### src/rtl/scene_sequencer.sv
// rtl/scene_sequencer.sv - per-frame fade-in / bounce / fade-out scene controller
module scene_sequencer #(
    parameter int X0         = 100,
    parameter int Y0         = 100,
    parameter int X_MIN      = 10,
    parameter int X_MAX      = 280,
    parameter int Y_MIN      = 10,
    parameter int Y_MAX      = 420,
    parameter int FADE_DIV   = 16,
    parameter int RUN_FRAMES = 600
) (
    input  logic        clk,
    input  logic        rst_n,
    input  logic        frame_tick,
    input  logic [1:0]  speed,
    input  logic        pause,
    input  logic        restart,
    output logic [8:0]  tx,
    output logic [8:0]  ty,
    output logic [1:0]  fade_level,
    output logic [1:0]  state,
    output logic        corner_pulse,
    output logic [15:0] frame_cnt
);

    localparam logic [8:0] X0_P     = 9'(X0);
    localparam logic [8:0] Y0_P     = 9'(Y0);
    localparam logic [9:0] X_MIN_P  = 10'(X_MIN);
    localparam logic [9:0] X_MAX_P  = 10'(X_MAX);
    localparam logic [9:0] Y_MIN_P  = 10'(Y_MIN);
    localparam logic [9:0] Y_MAX_P  = 10'(Y_MAX);
    localparam logic [7:0] DIV_LAST = 8'(FADE_DIV - 1);
    localparam logic [9:0] RUN_LAST = 10'(RUN_FRAMES - 1);

    typedef enum logic [1:0] {
        FADE_IN  = 2'd0,
        RUN      = 2'd1,
        FADE_OUT = 2'd2
    } scene_t;

    scene_t     scene;
    logic       x_dir, y_dir;
    logic [7:0] div;
    logic [9:0] run_cnt;
    logic [9:0] step;
    logic [8:0] x_next, y_next;
    logic       x_dir_next, y_dir_next, x_hit, y_hit;

    // Returns {clamped, new_dir, new_pos}; all arithmetic in 10 bits so pos+s cannot wrap.
    function automatic logic [10:0] bounce(input logic [8:0] pos, input logic dir,
                                           input logic [9:0] s, input logic [9:0] lo,
                                           input logic [9:0] hi);
        logic [9:0] p;
        logic [9:0] sum;
        logic [9:0] diff;
        p    = {1'b0, pos};
        sum  = p + s;
        diff = p - s;
        if (!dir) begin
            if (sum >= hi) return {1'b1, 1'b1, hi[8:0]};
            else           return {1'b0, 1'b0, sum[8:0]};
        end else begin
            if (p <= lo + s) return {1'b1, 1'b0, lo[8:0]};
            else             return {1'b0, 1'b1, diff[8:0]};
        end
    endfunction

    always_comb begin
        step = {8'd0, speed} + 10'd1;
        {x_hit, x_dir_next, x_next} = bounce(tx, x_dir, step, X_MIN_P, X_MAX_P);
        {y_hit, y_dir_next, y_next} = bounce(ty, y_dir, step, Y_MIN_P, Y_MAX_P);
    end

    assign state = scene;

    always_ff @(posedge clk or negedge rst_n) begin
        if (!rst_n) begin
            scene        <= FADE_IN;
            tx           <= X0_P;
            ty           <= Y0_P;
            x_dir        <= 1'b0;
            y_dir        <= 1'b0;
            fade_level   <= 2'd0;
            div          <= 8'd0;
            run_cnt      <= 10'd0;
            corner_pulse <= 1'b0;
            frame_cnt    <= 16'd0;
        end else begin
            corner_pulse <= 1'b0;
            if (frame_tick)
                frame_cnt <= frame_cnt + 16'd1;

            if (restart) begin
                scene      <= FADE_IN;
                fade_level <= 2'd0;
                div        <= 8'd0;
                run_cnt    <= 10'd0;
                tx         <= X0_P;
                ty         <= Y0_P;
                x_dir      <= 1'b0;
                y_dir      <= 1'b0;
            end else if (frame_tick && !pause) begin
                if (scene != FADE_IN) begin
                    tx           <= x_next;
                    ty           <= y_next;
                    x_dir        <= x_dir_next;
                    y_dir        <= y_dir_next;
                    corner_pulse <= x_hit && y_hit;
                end
                case (scene)
                    FADE_IN: begin
                        if (div == DIV_LAST) begin
                            div <= 8'd0;
                            if (fade_level != 2'd3) begin
                                fade_level <= fade_level + 2'd1;
                            end else begin
                                scene   <= RUN;
                                run_cnt <= 10'd0;
                            end
                        end else begin
                            div <= div + 8'd1;
                        end
                    end
                    RUN: begin
                        if (run_cnt == RUN_LAST) begin
                            scene <= FADE_OUT;
                            div   <= 8'd0;
                        end else begin
                            run_cnt <= run_cnt + 10'd1;
                        end
                    end
                    FADE_OUT: begin
                        if (div == DIV_LAST) begin
                            div <= 8'd0;
                            if (fade_level != 2'd0) begin
                                fade_level <= fade_level - 2'd1;
                            end else begin
                                // Scene wraps: the reload overrides this tick's motion.
                                scene        <= FADE_IN;
                                tx           <= X0_P;
                                ty           <= Y0_P;
                                x_dir        <= 1'b0;
                                y_dir        <= 1'b0;
                                corner_pulse <= 1'b0;
                            end
                        end else begin
                            div <= div + 8'd1;
                        end
                    end
                    default: scene <= FADE_IN;
                endcase
            end
        end
    end

endmodule

### config.mk
export PLATFORM = sky130hd
export DESIGN_NAME = scene_sequencer
export DESIGN_NICKNAME = d
export VERILOG_FILES = /design/src/rtl/scene_sequencer.sv
export SDC_FILE = /design/constraint.sdc
export NUM_CORES = 1
export LEC_CHECK = 0
export BUFFER_PORTS_ARGS = -buffer_cell sky130_fd_sc_hd__buf_2
export CORE_UTILIZATION = 34
export CTS_CLUSTER_DIAMETER = 30
export DETAILED_ROUTE_END_ITERATION = 10
export HOLD_SLACK_MARGIN = 0.15
export REMOVE_ABC_BUFFERS = 1
export SETUP_SLACK_MARGIN = 0.15
export SYNTH_ARGS = -nofsm -noshare
export SYNTH_HDL_FRONTEND = slang
export SYNTH_SLANG_ARGS = --single-unit
### constraint.sdc
create_clock -name clk -period 2.21 [get_ports clk]
set_input_delay 0.1105 -clock clk [delete_from_list [all_inputs] [get_ports clk]]
set_output_delay 0.1105 -clock clk [all_outputs]
set_load 0.02 [all_outputs]
==> qor_table.md, run 1 <==
| Parameter | Value |
|---|---|
| Run status | finished, violations left |
| Failing checks | setup timing |
| Full die area | 0.0135 mm² |
| DRT iter0 DRCs | 299 |
| R2R cell count | 7 |
| Slew headroom | 0.560 |
| Clk Latency, worst-skew pair | 320 ps |
| R2R Path Start | tx[2] |
| Port buffer count | 45 |
| Arrival @ worst endpoint | 2590 ps |
| Num ports | 46 |
| Buffer cell driving the clock tree root | sky130_fd_sc_hd__clkbuf_16 |
| CTS tree | yes |
| Number of CTS-inserted buffers | 9 |
| Number of clock sinks seen by CTS | 59 |
| Total congestion overflow after global routing | 0 |
| Filler cell count in the final layout | 1,216 |
| Proportion of synthesized chip area in sequential cells | 0.335 |
| Combinational share of power | 0.157 |
| Start-to-end type of the worst setup path | reg2reg |
| Cell with the largest stage delay on the worst path | sky130_fd_sc_hd__dfstp_2 |
| Total setup violations reported at the end of the flow | 18 |
| Cell Int Power | 2.52 mW |
| Maximum buffer depth of the clock tree | 2 |
| Leakage power | 2.74 nW |
| Setup repair after global routing missed its margin | true |
| Kind of start point of the critical path | flop |
| Final worst path period need | 2380 ps |
| Share of post-route cells with drive strength above 1 | 0.347 |
| Detail-routed via count per cell | 5.49 |
| Hold violation total from the final report | 0 |
| Reg-to-reg slack, setup | -170 ps |
| Starting density of the core | 0.350 |
| Antenna violations before repair | 0 |
| Top FF cell, synth | sky130_fd_sc_hd__dfrtp_1 |
| Ys async rst share | 1.00 |
| Peak supply drop | 0.406 mV |
| Critical-path cell list | ha_1 > buf_4 > a2111o_1 > or3_1 > nand2_1 > nand3_1 > a32o_1 |
| Upper clock frequency limit | 420 MHz |
| Residual DRC count | 0 |
| Switching fraction of total power | 0.264 |
| Floorplan die width | 116 µm |
| Number of max-slew violations in the final report | 0 |
| Signed area change from the synthesized netlist to the final layout | 41.0% |
| Worst Setup Slack, final | -170 ps |
| HPWL after DPL | 9430 µm |
| Net total in the final layout | 684 |
| Worst Path Required | 2420 ps |
| Sequential share of power | 0.362 |
| Hold/Removal Path Class | in2reg |
| Register clock-pin slew on the reported worst setup and hold paths | 50 ps |
| Avg Cell Area, Syn | 8.49 µm² |
| Total number of H-tree levels | 3 |
| Remaining antenna violation count | 0 |
| Wire length of the first global-routing pass | 21,800 µm |
| Vias post-DR | 4,540 |
| Number of warnings printed during yosys synthesis | 0 |
| NetSw | 902 µW |
| Number of standard-cell rows in the floorplan | 41 |
| Core Region | 0.0127 mm² |
| Diodes inserted | 0 |
| Reg-to-Reg End | tx[8] |
| Wirelength per Cell | 15.9 µm |
| Power density over cell area | 547 mW/mm² |
| Actual transition at the worst max-transition pin | 657 ps |
| Total routing usage reported by global routing | 0.204 |
| Vertical extent of the die | 116 µm |
| Crit path capture type | flop |
| Post-synthesis register bit count | 59 |
| Post-synthesis cell area | 0.00443 mm² |
| Startpoint of the worst setup timing path | tx[2] |
| Part of the power in the clock network | 0.482 |
| Number of global-route vias before repair | 4,490 |
| Yosys cell types | 70 |
| Final Core Density | 0.493 |
| Final estimated routing congestion in global placement | 0.912 |
| Max-capacitance violation count | 0 |
| Maximum number of pins on one net before global-route repair | 29 |
| Total length of routed wires | 13,100 µm |
| CP Capture Point | tx[8] |
| Gate Count Post-Synth | 522 |
| Setup Skew | 9.53 ps |
| Number of enable-type register cells in the synthesized netlist | 0 |
| Worst-case hold slack | 165 ps |
| Commonest non-fill, non-tap cell in the layout | sky130_fd_sc_hd__buf_4 |
| Critical path peak fanout | 7 |
| Slowest stage delay, CP | 530 ps |
| Final cycle utilization of the critical path | 1.08 |
| Length of the first detailed-routing pass in iterations | 4 |
| Highest-count cells in the layout ignoring fill and taps | 90 x sky130_fd_sc_hd__buf_4, 52 x sky130_fd_sc_hd__dfrtp_1, 45 x sky130_fd_sc_hd__buf_2, 43 x sky130_fd_sc_hd__nor2_1, 40 x sky130_fd_sc_hd__nand2_1 |
| DP Worst Slack | -443 ps |
==> cell families after synthesis <==
kind of cell               Yosys count  share of synthesized area
and+or+nand+nor                    205                      0.237
DFF                                 59                      0.335
xor gates and xnor gates            23                     0.0454
AOI/OAI and AO/OA                  150                      0.234
buffers and inverters               52                     0.0499
muxes                                5                     0.0116
adders and majority gates           28                     0.0869
==> synth_stat cells, types with 4 or more instances <==
master                     instances  area share
sky130_fd_sc_hd__dfrtp_1          53        0.30
sky130_fd_sc_hd__o211ai_1          5      0.0085
sky130_fd_sc_hd__o41ai_1           4      0.0079
sky130_fd_sc_hd__nor2_1           47       0.040
sky130_fd_sc_hd__ha_1             22       0.062
sky130_fd_sc_hd__dfstp_2           6       0.036
sky130_fd_sc_hd__nand4_1          16       0.023
sky130_fd_sc_hd__or3_1             9       0.013
sky130_fd_sc_hd__nand3_1          24       0.027
sky130_fd_sc_hd__o21ai_0          42       0.047
sky130_fd_sc_hd__a21o_1            7       0.012
sky130_fd_sc_hd__fa_1              5       0.023
sky130_fd_sc_hd__xor2_1            7       0.014
sky130_fd_sc_hd__o31ai_1           6       0.010
sky130_fd_sc_hd__nor3_1           14       0.016
sky130_fd_sc_hd__clkbuf_1         17       0.014
sky130_fd_sc_hd__and3_1           16       0.023
sky130_fd_sc_hd__nor4_1            4      0.0056
sky130_fd_sc_hd__mux2i_1           4      0.0090
sky130_fd_sc_hd__a22o_1            5      0.0099
sky130_fd_sc_hd__nand2b_1         13       0.018
sky130_fd_sc_hd__a211oi_1          6       0.010
sky130_fd_sc_hd__nor2b_1           4      0.0056
sky130_fd_sc_hd__a21oi_1          19       0.021
sky130_fd_sc_hd__a31oi_1          10       0.014
sky130_fd_sc_hd__o22ai_1           4      0.0056
sky130_fd_sc_hd__xnor2_1          16       0.032
sky130_fd_sc_hd__nand2_1          42       0.036
sky130_fd_sc_hd__buf_2            10       0.011
sky130_fd_sc_hd__inv_1            20       0.017
==> power by group through the flow <==
stage | Clock (mW) | Sequential, mW | Combinational, mW
floorplan | 0 | 1.32 | 0.212
global placement | 0 | 1.24 | 0.485
detailed placement | 0 | 1.25 | 0.503
CTS | 1.67 | 1.23 | 0.527
global route | 1.73 | 1.25 | 0.593
finish | 1.65 | 1.24 | 0.535
==> final cells by class <==
class / instances / area, µm² / area share
Sequential cell: 59 / 1490 / 0.238
Clock inverter: 6 / 113 / 0.0180
Inverter: 20 / 75.1 / 0.0120
Timing Repair Buffer: 149 / 1080 / 0.173
Clock buffer: 10 / 239 / 0.0382
Tap cell: 172 / 215 / 0.0344
Multi-Input combinational cell: 411 / 3040 / 0.487
==> through the flow <==
step,cell area (µm²),power (mW),instances,setup TNS (ps)
2_1_floorplan,4290,1.53,490,-3410
3_3_place_gp,5360,1.73,788,-4960
3_5_place_dp,5360,1.75,788,-6120
4_1_cts,6040,3.43,816,-1460
5_1_grt,6250,3.57,827,-3060
6_report,6250,3.42,827,-1390
==> critical path, delay by kind of cell (launching register included) <==
kind / cells / cell delay (ps)
DFF: 1 / 530
and+or+nand+nor: 3 / 490
buffers and inverters: 1 / 200
adders and majority gates: 1 / 330
AOI/OAI and AO/OA: 2 / 710
==> worst min-delay path by stage <==
stage	start	end	slack [ps]	cells past startpoint
3_5_place_dp	rst_n	run_cnt[0]	190	1
5_1_grt	restart	fade_level[0]	190	2
4_1_cts	restart	fade_level[0]	170	2
3_3_place_gp	rst_n	frame_cnt[0]	180	1
2_1_floorplan	rst_n	corner_pulse	-190	0
6_report	restart	fade_level[0]	160	2
==> metal layers <==
metal	global-route usage	vias up	part of all wire
li1	-	2194	-
met3	0.0426	28	0.043
met1	0.268	2209	0.45
met2	0.333	109	0.48
met5	0	-	0
met4	0.0692	0	0.023
==> registers in the layout (all words and copies together) (netlist names) <==
name / cells
fade_level: 2
run_cnt: 10
x_dir: 1
frame_cnt: 16
corner_pulse: 1
tx: 9
div: 8
ty: 9
state: 2
y_dir: 1
==> what timing repair did <==
action                                  4_1_cts  5_1_grt
gates resized for setup                      53       24
endpoints found under the hold margin        28        0
buffers inserted                             10       11
endpoints found under the setup margin       30       25
hold buffers                                  2        0
pin swaps                                    33       24
Power figures use the tool's default switching activity.
==> inputs of run 2 (changes only) <==
Settings changed: MAX_ROUTING_LAYER set to met4.
==> run 2 against run 1 <==
- design area is 1.4% higher
- core utilization is 0.68 points higher
- routed wire length is 2.4% higher
- the run still ends with setup timing left
- hold slack better by 200 ps
- non-clock buffer count is 6 higher
- combinational power is 1% higher
- fmax is 0.62% higher
- clock-buffer cell count is 1 lower
- power is 5.8% lower
- sequential power hardly changed
- flip-flop and latch count stayed put
- critical path type unchanged
==> qor_table.md, run 2 (same netlist as run 1, synthesis figures left out) <==
| Parameter | Value |
|---|---|
| Run status | finished, violations left |
| Failing checks | setup timing |
| Remaining antenna violation count | 0 |
| Arrival @ worst endpoint | 2580 ps |
| DP Worst Slack | -484 ps |
| Total setup violations reported at the end of the flow | 20 |
| Clk Latency, worst-skew pair | 330 ps |
| Num ports | 46 |
| Kind of start point of the critical path | flop |
| Number of global-route vias before repair | 4,492 |
| Wire length of the first global-routing pass | 22,000 µm |
| Length of the first detailed-routing pass in iterations | 5 |
| R2R cell count | 10 |
| Vias post-DR | 4,600 |
| Reg-to-reg slack, setup | -160 ps |
| Setup repair after global routing missed its margin | true |
| Peak supply drop | 0.499 mV |
| Net total in the final layout | 690 |
| Maximum buffer depth of the clock tree | 2 |
| Max reg flops | 16 |
| Reg-to-Reg End | tx[0] |
| DRT iter0 DRCs | 330 |
| Startpoint of the worst setup timing path | tx[0] |
| Detail-routed via count per cell | 5.52 |
| Residual DRC count | 0 |
| Number of max-slew violations in the final report | 0 |
| Power density over cell area | 508 mW/mm² |
| Worst Path Required | 2430 ps |
| Final cycle utilization of the critical path | 1.07 |
| Floorplan die width | 116 µm |
| Filler cell count in the final layout | 1,189 |
| Leakage power | 2.75 nW |
| Vertical extent of the die | 116 µm |
| Number of CTS-inserted buffers | 9 |
| Final Core Density | 0.500 |
| Register clock-pin slew on the reported worst setup and hold paths | 60 ps |
| Maximum number of pins on one net before global-route repair | 30 |
| Final worst path period need | 2370 ps |
| Actual transition at the worst max-transition pin | 712 ps |
| Total number of H-tree levels | 3 |
| Final estimated routing congestion in global placement | 0.920 |
| Full die area | 0.0135 mm² |
| Setup Skew | 6.61 ps |
| Number of clock sinks seen by CTS | 59 |
| Total routing usage reported by global routing | 0.214 |
| Wirelength per Cell | 16.1 µm |
| Start-to-end type of the worst setup path | reg2reg |
| Number of standard-cell rows in the floorplan | 41 |
| Share of post-route cells with drive strength above 1 | 0.360 |
| Upper clock frequency limit | 423 MHz |
| R2R Path Start | tx[0] |
| Worst Setup Slack, final | -155 ps |
| Register ranked first by flip-flop count | frame_cnt |
| Critical path peak fanout | 4 |
| CTS tree | yes |
| Registers with the highest flip-flop counts | frame_cnt: 16 flops, run_cnt: 10 flops |
| Highest-count cells in the layout ignoring fill and taps | 89 x sky130_fd_sc_hd__buf_4, 51 x sky130_fd_sc_hd__dfrtp_1, 45 x sky130_fd_sc_hd__buf_2, 43 x sky130_fd_sc_hd__nor2_1, 39 x sky130_fd_sc_hd__nand2_1 |
| Hold violation total from the final report | 0 |
| Area taken by multi-input logic gates | 0.00311 mm² |
| Diodes inserted | 0 |
| Max-capacitance violation count | 0 |
| Signed area change from the synthesized netlist to the final layout | 42.9% |
| Storage cell area | 0.00149 mm² |
| Port buffer count | 45 |
| Total congestion overflow after global routing | 0 |
| Hold/Removal Path Class | in2async |
| Starting density of the core | 0.350 |
| Antenna violations before repair | 0 |
| CP Capture Point | tx[0] |
| Core Region | 0.0127 mm² |
| Buffer cell driving the clock tree root | sky130_fd_sc_hd__clkbuf_16 |
| Commonest non-fill, non-tap cell in the layout | sky130_fd_sc_hd__buf_4 |
| Total length of routed wires | 13,400 µm |
| HPWL after DPL | 9540 µm |
| Crit path capture type | flop |
| Slew headroom | 0.525 |
-- run 2: cell types whose count changed in the layout (fill, tap and decap cells not counted), sizes merged --
cell         delta
bufinv          -2
inv             +4
buf             +5
clkbuf          -1
clkinv          -1
dlygate4sd3     +1
-- run 2: stage by stage --
| step | hold WS (ps) | TNS [ps] | std cells | cell area, µm² | power (mW) |
|---|---|---|---|---|---|
| floorplan | -185 | -3410 | 490 | 4290 | 1.53 |
| global placement | 204 | -4730 | 793 | 5400 | 1.73 |
| detailed placement | 215 | -5840 | 793 | 5400 | 1.75 |
| CTS | 379 | -1490 | 830 | 6150 | 3.24 |
| global route | 443 | -3700 | 833 | 6340 | 3.35 |
| finish | 367 | -1830 | 833 | 6340 | 3.22 |
-- run 2: metal layers --
metal  share of wire  vias to the layer above  track usage
met4           0.015                        0       0.0607
met2            0.50                      126        0.363
met1            0.44                     2248        0.262
met3           0.042                       19       0.0343
li1                -                     2207            -
met5               0                        -            -
-- run 2: worst min-delay path by stage --
stage | end | slack (ps)
after floorplan | corner_pulse | -190
after global placement | y_dir | 200
after detailed placement | frame_cnt[1] | 220
after CTS | state[1] | 380
after global routing | frame_cnt[7] | 440
final | frame_cnt[1] | 370
-- run 2: cell type report --
cell class | instances | share of cell area
Clock inverter | 7 | 0.0130
Sequential cell | 59 | 0.235
Inverter | 20 | 0.0122
Timing Repair Buffer | 155 | 0.180
Multi-Input combinational cell | 411 | 0.490
Tap cell | 172 | 0.0340
Clock buffer | 9 | 0.0355
-- run 2: critical path, cell delays in order (launching register included) --
cell and delay [ps]:
sky130_fd_sc_hd__dfrtp_1 420, sky130_fd_sc_hd__buf_6 140, sky130_fd_sc_hd__ha_4 160, sky130_fd_sc_hd__fa_2 370, sky130_fd_sc_hd__buf_6 130, sky130_fd_sc_hd__nor3b_4 150
sky130_fd_sc_hd__nand4_1 80, sky130_fd_sc_hd__o211ai_1 110, sky130_fd_sc_hd__o211ai_1 360, sky130_fd_sc_hd__nand4_1 140, sky130_fd_sc_hd__a22o_1 200
-- run 2: power breakdown --
group / switching (mW) / leakage [nW] / internal [mW]
Combinational: 0.309 / 1.82 / 0.233
Sequential: 0.0836 / 0.786 / 1.15
Clock: 0.550 / 0.151 / 0.891
Total: 0.943 / 2.75 / 2.28
-- run 2: what timing repair did --
item / 4_1_cts / 5_1_grt
endpoints found under the setup margin: 27 / 32
pin swaps: 31 / 29
hold buffers: 3 / 0
gates cloned: 0 / 0
endpoints found under the hold margin: 30 / 0
setup buffers: 18 / 3
resized for setup: 65 / 33
